<file path="config.mk">
export PLATFORM = sky130hd
export DESIGN_NAME = div_sequencer
export DESIGN_NICKNAME = d
export VERILOG_FILES = /design/src/rtl/div_sequencer.sv
export SDC_FILE = /design/constraint.sdc
export NUM_CORES = 1
export LEC_CHECK = 0
export ABC_CLOCK_PERIOD_IN_PS = 1200
export CAP_MARGIN = 10
export CELL_PAD_IN_SITES_DETAIL_PLACEMENT = 1
export CELL_PAD_IN_SITES_GLOBAL_PLACEMENT = 1
export CORE_UTILIZATION = 24
export DETAILED_ROUTE_END_ITERATION = 16
export PLACE_DENSITY = 0.8
export SKIP_CTS_REPAIR_TIMING = 1
export SLEW_MARGIN = 20
export SYNTH_ARGS = -nofsm -noshare
export SYNTH_HDL_FRONTEND = slang
export SYNTH_SLANG_ARGS = --single-unit
</file>
<file path="constraint.sdc">
create_clock -name clk -period 1.2 [get_ports clk]
set_input_delay 0.3 -clock clk [delete_from_list [all_inputs] [get_ports clk]]
set_output_delay 0.3 -clock clk [all_outputs]
set_load 0.005 [all_outputs]
</file>
<file path="src/rtl/div_sequencer.sv">
// ---------------------------------------------------------------------------
// div_sequencer
//   Sequencer and HI/LO result holder for the bit-serial divider.
//   A one-cycle start latches the operands. The block then holds the divider
//   operate strobe for DIV_CYCLES+1 cycles, captures the quotient into LO and
//   the remainder into HI, and pulses done. mthi/mtlo writes are accepted
//   only while idle.
//
//   Optional feature: define DIVSEQ_ZERO_TRAP_EN to abort a divide-by-zero
//   one cycle after acceptance. The abort pulses done and div0_exc together
//   and leaves HI/LO untouched.
// ---------------------------------------------------------------------------
module div_sequencer #(
  parameter int DIV_CYCLES = 32
) (
  input  logic        clk,
  input  logic        reset_n,
  input  logic        start,
  input  logic [31:0] op_a,
  input  logic [31:0] op_b,
  input  logic        wr_hi,
  input  logic        wr_lo,
  input  logic [31:0] wr_data,
  output logic        busy,
  output logic        done,
  output logic        div0_exc,
  output logic [31:0] hi,
  output logic [31:0] lo,
  output logic        div_op,
  output logic [31:0] div_dividend,
  output logic [31:0] div_divisor,
  input  logic [31:0] div_lo_in,
  input  logic [31:0] div_hi_in,
  input  logic        div_by0_in
);

  // One spare bit so the counter never wraps before the terminal compare.
  localparam int CW = $clog2(DIV_CYCLES) + 1;
  localparam logic [CW-1:0] CNT_ZERO = {CW{1'b0}};
  localparam logic [CW-1:0] CNT_ONE  = {{(CW-1){1'b0}}, 1'b1};
  localparam logic [CW-1:0] CNT_LAST = CW'(DIV_CYCLES - 1);

  typedef enum logic [1:0] {
    IDLE = 2'd0,
    RUN  = 2'd1,
    CAPT = 2'd2
  } state_t;

  state_t          state_r;
  state_t          state_s;
  logic [CW-1:0]   cnt_r;
  logic [CW-1:0]   cnt_s;
  logic            accept_s;
  logic            capture_s;
  logic            trap_s;

  logic            busy_r;
  logic            done_r;
  logic            div0_exc_r;
  logic            div_op_r;
  logic [31:0]     hi_r;
  logic [31:0]     lo_r;
  logic [31:0]     dividend_r;
  logic [31:0]     divisor_r;

`ifndef DIVSEQ_ZERO_TRAP_EN
  // The divider's zero flag has no consumer unless trapping is enabled.
  logic            unused_div_by0_s;
  assign unused_div_by0_s = div_by0_in;
`endif

  // Next-state and control decode for the IDLE/RUN/CAPT sequence.
  always_comb begin
    state_s   = state_r;
    cnt_s     = cnt_r;
    accept_s  = 1'b0;
    capture_s = 1'b0;
    trap_s    = 1'b0;
    case (state_r)
      IDLE: begin
        if (start) begin
          state_s  = RUN;
          cnt_s    = CNT_ZERO;
          accept_s = 1'b1;
        end else begin
          state_s  = IDLE;
        end
      end
      RUN: begin
`ifdef DIVSEQ_ZERO_TRAP_EN
        // The zero flag is valid from the first RUN cycle onward. Checking it
        // only there keeps the abort at a fixed one-cycle latency.
        if ((cnt_r == CNT_ZERO) && div_by0_in) begin
          state_s = IDLE;
          trap_s  = 1'b1;
        end else if (cnt_r == CNT_LAST) begin
          state_s = CAPT;
          cnt_s   = cnt_r + CNT_ONE;
        end else begin
          state_s = RUN;
          cnt_s   = cnt_r + CNT_ONE;
        end
`else
        if (cnt_r == CNT_LAST) begin
          state_s = CAPT;
          cnt_s   = cnt_r + CNT_ONE;
        end else begin
          state_s = RUN;
          cnt_s   = cnt_r + CNT_ONE;
        end
`endif
      end
      CAPT: begin
        // The divider holds its final results while div_op stays high, so
        // capture on the edge that leaves CAPT.
        state_s   = IDLE;
        capture_s = 1'b1;
      end
      default: begin
        state_s = IDLE;
        cnt_s   = CNT_ZERO;
      end
    endcase
  end

  // State and iteration counter register.
  always_ff @(posedge clk) begin
    if (!reset_n) begin
      state_r <= IDLE;
      cnt_r   <= CNT_ZERO;
    end else begin
      state_r <= state_s;
      cnt_r   <= cnt_s;
    end
  end

  // Registered status and strobe outputs, decoded from the next state.
  always_ff @(posedge clk) begin
    if (!reset_n) begin
      busy_r     <= 1'b0;
      div_op_r   <= 1'b0;
      done_r     <= 1'b0;
      div0_exc_r <= 1'b0;
    end else begin
      busy_r     <= (state_s != IDLE);
      // Dropping div_op in IDLE re-arms the divider for the next operation.
      div_op_r   <= (state_s != IDLE);
      done_r     <= capture_s | trap_s;
      div0_exc_r <= trap_s;
    end
  end

  // Operand latch: loaded only on acceptance and held until the next one.
  always_ff @(posedge clk) begin
    if (!reset_n) begin
      dividend_r <= 32'd0;
      divisor_r  <= 32'd0;
    end else if (accept_s) begin
      dividend_r <= op_a;
      divisor_r  <= op_b;
    end else begin
      dividend_r <= dividend_r;
      divisor_r  <= divisor_r;
    end
  end

  // Architectural HI/LO: the divider capture, or an mthi/mtlo write while idle.
  always_ff @(posedge clk) begin
    if (!reset_n) begin
      hi_r <= 32'd0;
      lo_r <= 32'd0;
    end else if (capture_s) begin
      hi_r <= div_hi_in;
      lo_r <= div_lo_in;
    end else if (state_r == IDLE) begin
      // A write on the accepting edge still lands; the later capture wins.
      if (wr_hi) begin
        hi_r <= wr_data;
      end else begin
        hi_r <= hi_r;
      end
      if (wr_lo) begin
        lo_r <= wr_data;
      end else begin
        lo_r <= lo_r;
      end
    end else begin
      hi_r <= hi_r;
      lo_r <= lo_r;
    end
  end

  assign busy         = busy_r;
  assign done         = done_r;
  assign div0_exc     = div0_exc_r;
  assign div_op       = div_op_r;
  assign hi           = hi_r;
  assign lo           = lo_r;
  assign div_dividend = dividend_r;
  assign div_divisor  = divisor_r;

endmodule

</file>
==> out/metrics.yaml, run 1 <==
cts_root_buf: "clkbuf_16"
crit_path_top_delay_cell: "dfxtp_4"
syn_area_per_cell_um2: 8.17
worstPathArrival_ps: 1660
dp.cells: 1234
die_x_um: 151
finClkSkew_ps: 12.2
fin_cells: 1306
port_buffers: 295
r2r_end: "div_divisor[21]$_SDFFE_PN0N_"
crit_family: "buffers and inverters"
holdPathEnd: "cnt_r[5]$_SDFFE_PN0P_"
r2r-start: "state_r[0]$_SDFF_PN0_"
clockBufferDepth: 2
avgViaCountPerCell: 4.69
synth_flop_cell: "dfxtp_1"
crit_chain: "buf_6 > nand3b_1 > buf_6 > buf_12 > clkbuf_16 > nand2_4 > a21oi_2"
grt_max_degree: 65
diodes: 0
synth_mux_area_frac: 0
synth_top_family_by_area: "compound AO/OA/AOI/OAI gates"
yosysTopAreaCell: "dfxtp_1"
crit_buf_inv: 4
vias: 6125
ys_ff_latch: 138
setup_viol: 131
worstPathRequired_ps: 1500
dp_slack_ps: -480
fin_ws_ps: -166
synthCells: 653
mostFrequentLayoutCells: "clkdlybuf4s50_1 (163), a21oi_1 (131), dfxtp_2 (112)"
ant_nets: 0
dp_hpwl_um: 15000
cts_tree: "built"
synth_compound_area_frac: 0.253
r2r.worst_path.cells: 7
max_freq_mhz: 732
synth-simple-area-share: 0.160
core_um2: 21800
clkTransAtPathRegs_ps: 60
synth_edf_count: 0
syn_nets: 820
clock_latency_ps: 420
outcome: "finished with violations"
drt-pass1-iter-count: 4
gp_congestion: 0.757
drv_slew: 0
cp_common_cell: "buf_6"
cp_max_fo: 7
die_area_um2: 22800
drc: 0
synth_fa_ha_area_frac: 0.00235
power_density_nw_per_um2: 1230
wl_met3_um: 2230
grt.total_usage: 0.173
wl_per_cell_um: 19.3
syn-cell-area_um2: 5330
rrSetupSlack_ps: -170
num_io_pins: 298
wl_met1_um: 9410
start_kind: "flip-flop"
ir_worst_vdd_v: 0.000883
htree_levels: 4
synth_area_leaders: "dfxtp_1 (52%), a21oi_1 (19%), nand2_1 (9.2%)"
routed_wl_um: 25200
cts.sinks: 138
holdCritStartpoint: "reset_n"
final_common_cell: "clkdlybuf4s50_1"
violations: "setup timing"
nNetsFinal: 1180
grt_pass1_wl_um: 30200
initial_core_util: 0.244
post-route-period-util: 1.14
areaGrowthSynthToFinish_pct: 98.9
yosys_warnings: 0
hold_class: "input port to flip-flop"
crit_type: "flip-flop to flip-flop"
hold_viol: 0
gr-total-overflow: 0
ys_seq_area_frac: 0.518
synth_cell_types: 30
route.top_layer_used: "met4"
leakage_uw: 0.00442
fin_crit_ps: 1370
grt_pass1_vias: 5812
async_reset_ff_frac: 0
antenna_found_initial: 0
placementRows: 54
route.met2.wl_um: 13200
max-cap-violations: 0
synth-xor-area-share: 0
first_iter_violations: 174
end_kind: "flip-flop"
grt_setup_unrepaired: "true"
cpPeakStageDelay_ps: 360
drive_gt1_frac: 0.521
yosysTopAreaCellShare: 0.518
holdPathStages: 3
cts_buffers: 17
die_height_um: 151
report_power, final:
group | switching, µW | internal [µW]
Clock | 2230 | 2910
Combinational | 1160 | 1510
Sequential | 235 | 4960
Total | 3630 | 9380
cell families after synthesis:
logic type | after synthesis
simple gates | 188
flops | 138
fa+ha+maj | 1
other cells | 1
compound gates | 269
buf+inv | 56
synthesized netlist by cell type (2+ instances only):
master    count
clkbuf_1     21
nand2_1     130
o21ai_0      57
buf_4        12
buf_8         7
or3_1         3
nand2b_1      2
nor2_1        6
o21ai_1      11
clkbuf_2      4
dfxtp_1     138
nand3_1       3
nand3b_1      2
nor2b_1      33
inv_1         2
buf_2        10
a21oi_1     199
per-stage QoR:
step	TNS (ps)	utilization	power, µW	cell area (µm²)	hold WS (ps)
floorplan	0	-	5860	5330	436
global placement	-44950	0.409	7370	8920	441
detailed placement	-49360	0.409	7430	8920	447
CTS	-67270	0.435	12600	9490	263
global route	-19690	0.486	13600	10600	275
finish	-11120	0.486	13000	10600	279
worst register-to-register path, delay by kind of cell (launching register included):
kind            cells  cell delay, ps
compound gates      1              50
buf+inv             4             620
flops               1             360
simple gates        2             240
registers in the layout (all words and copies together) (netlist names):
signal	flops
div_dividend	32
div_divisor	32
hi	32
lo	32
cnt_r	6
state_r	2
div_op	1
done	1
per-layer routing:
metal / up-vias / track usage
li1: 2953 / -
met1: 2922 / 0.183
met3: 27 / 0.0828
met5: - / 0
met2: 223 / 0.303
met4: 0 / 0.0455
worst max path at each step:
stage / start / to / slack [ps] / cells past startpoint
after floorplan: state_r[1]$_SDFF_PN0_ / lo[10]$_SDFFE_PN0P_ / 20 / 5
after global placement: start / div_dividend[0]$_SDFFE_PN0N_ / -440 / 6
after detailed placement: start / div_divisor[8]$_SDFFE_PN0N_ / -480 / 6
after CTS: div_dividend[27]$_SDFFE_PN0N_ / div_dividend[27] / -480 / 1
after global routing: state_r[1]$_SDFF_PN0_ / div_divisor[3]$_SDFFE_PN0N_ / -240 / 8
final: state_r[0]$_SDFF_PN0_ / div_divisor[21]$_SDFFE_PN0N_ / -170 / 7
area by class of cell:
type	instances	area [µm²]
Fill cell	2471	11200
Timing Repair Buffer	395	3820
Clock buffer	18	429
Inverter	2	7.51
Multi-Input combinational cell	459	2940
Clock inverter	14	139
Sequential cell	138	2920
Tap cell	280	350
Note: power is estimated with default switching activity, not from simulation.
==> inputs of run 2 (changes only) <==
--- a/config.mk
+++ b/config.mk
@@ -9,6 +9,7 @@
 export CAP_MARGIN = 10
 export CELL_PAD_IN_SITES_DETAIL_PLACEMENT = 1
 export CELL_PAD_IN_SITES_GLOBAL_PLACEMENT = 1
+export CORE_MARGIN = 2
 export CORE_UTILIZATION = 24
 export DETAILED_ROUTE_END_ITERATION = 16
 export PLACE_DENSITY = 0.8
==> out/metrics.yaml, run 2 (synthesis results as in run 1) <==
r2r-start: "state_r[1]$_SDFF_PN0_"
nNetsFinal: 1172
worstPathArrival_ps: 1680
fin_area_um2: 10100
crit_type: "flip-flop to flip-flop"
drc: 0
max-cap-violations: 0
areaGrowthSynthToFinish_pct: 90.2
die_x_um: 153
die_area_um2: 23400
cts_tree: "built"
ir_worst_vdd_v: 0.000922
finClkSkew_ps: 7.57
fin_crit_ps: 1360
port_buffers: 295
die_height_um: 153
setup_viol: 133
max_freq_mhz: 736
hold_class: "input port to flip-flop"
p_total_uw: 12900
rrSetupSlack_ps: -160
gr-total-overflow: 0
cts.sinks: 138
grt_setup_unrepaired: "true"
clock_latency_ps: 410
gp_congestion: 0.797
drt-pass1-iter-count: 4
ant_nets: 0
holdCritStartpoint: "reset_n"
fillerInstances: 2517
routed_wl_um: 24500
violations: "setup timing"
htree_levels: 4
avgViaCountPerCell: 4.72
end_kind: "flip-flop"
mostFrequentLayoutCells: "clkdlybuf4s50_1 (163), a21oi_1 (139), nand2_1 (130)"
r2r.worst_path.cells: 7
placementRows: 54
postPlaceCellArea_um2: 8960
clkTransAtPathRegs_ps: 60
cp_max_fo: 7
grt_pass1_wl_um: 32100
first_iter_violations: 148
vias: 6131
clockBufferDepth: 2
hold_viol: 0
finalSetupTns_ps: -10590
initial_core_util: 0.244
cts_buffers: 17
diodes: 0
start_kind: "flip-flop"
drv_slew: 0
num_io_pins: 298
final_common_cell: "clkdlybuf4s50_1"
holdPathEnd: "cnt_r[5]$_SDFFE_PN0P_"
grt_pass1_vias: 6058
power_density_nw_per_um2: 1280
r2r_end: "lo[2]$_SDFFE_PN0P_"
drive_gt1_frac: 0.478
hold_ws_ps: 280
worstPathRequired_ps: 1520
finish.utilization: 0.465
cts_root_buf: "clkbuf_16"
leakage_uw: 0.00417
outcome: "finished with violations"
dp_hpwl_um: 15400
grt.total_usage: 0.172
holdPathStages: 3
post-route-period-util: 1.13
grt_max_degree: 65
antenna_found_initial: 0
core_um2: 21800
wl_per_cell_um: 18.9
fin_ws_ps: -159
[run 2: cell count changes in the layout (fill, tap and decap cells not counted), moves of 5 or more]
cell      delta
o21ai_0      +8
a21oi_1      +8
nand2_1     +38
clkbuf_2    +17
nand2_4     -17
buf_6       -11
dfxtp_1      -9
o21ai_1      -5
nand2_2     -21
dfxtp_2     +11
buf_2        -5
[run 2: cell type report]
cell class | count | area [µm²] | share of cell area
well taps | 280 | 350 | 0.0345
inverters | 2 | 7.51 | 0.000740
multi-input cells | 459 | 2660 | 0.262
clock inverters | 14 | 149 | 0.0147
clock buffers | 18 | 439 | 0.0433
repair buffers | 387 | 3620 | 0.356
flip-flops and latches | 138 | 2920 | 0.288
[run 2: layer usage]
layer | up-vias | part of all wire | track usage
met5 | - | 0 | 0
met2 | 234 | 0.51 | 0.293
met3 | 26 | 0.075 | 0.0655
met1 | 2933 | 0.40 | 0.198
li1 | 2938 | - | -
met4 | 0 | 0.017 | 0.0534
[run 2: worst max path at each step]
stage / slack [ps] / depth (start not counted) / to / startpoint
global placement: -430 / 6 / div_divisor[10]$_SDFFE_PN0N_ / start
CTS: -470 / 1 / lo[18] / lo[18]$_SDFFE_PN0P_
floorplan: 20 / 5 / lo[10]$_SDFFE_PN0P_ / state_r[1]$_SDFF_PN0_
detailed placement: -460 / 6 / div_divisor[20]$_SDFFE_PN0N_ / start
global route: -230 / 7 / lo[2]$_SDFFE_PN0P_ / state_r[1]$_SDFF_PN0_
finish: -160 / 7 / lo[2]$_SDFFE_PN0P_ / state_r[1]$_SDFF_PN0_
[run 2: metrics by stage]
stage / cells / setup WS, ps
2_1_floorplan: 653 / 15.1
4_1_cts: 1269 / -466
3_5_place_dp: 1237 / -460
5_1_grt: 1298 / -226
6_report: 1298 / -159
3_3_place_gp: 1237 / -430
[run 2: worst max-delay path, cell delays in order, from the launching register on]
cell	delay [ps]
dfxtp_2	350
nor2b_4	190
buf_6	140
clkbuf_16	180
buf_12	110
buf_6	100
a21oi_2	40
a21oi_1	150
[run 2: where the power goes]
part	internal, µW	switching [µW]	leakage [µW]
clock	3000	2300	0.000285
sequential	4960	202	0.00118
combinational	1390	1090	0.00270
==> inputs of run 3 (changes only) <==
--- a/config.mk
+++ b/config.mk
@@ -12,6 +12,7 @@
 export CORE_MARGIN = 2
 export CORE_UTILIZATION = 24
 export DETAILED_ROUTE_END_ITERATION = 16
+export HOLD_SLACK_MARGIN = 0.06
 export PLACE_DENSITY = 0.8
 export SKIP_CTS_REPAIR_TIMING = 1
 export SLEW_MARGIN = 20
==> results of run 3 <==
Same layout as run 2: the final DEF is identical, and so are final timing and power.
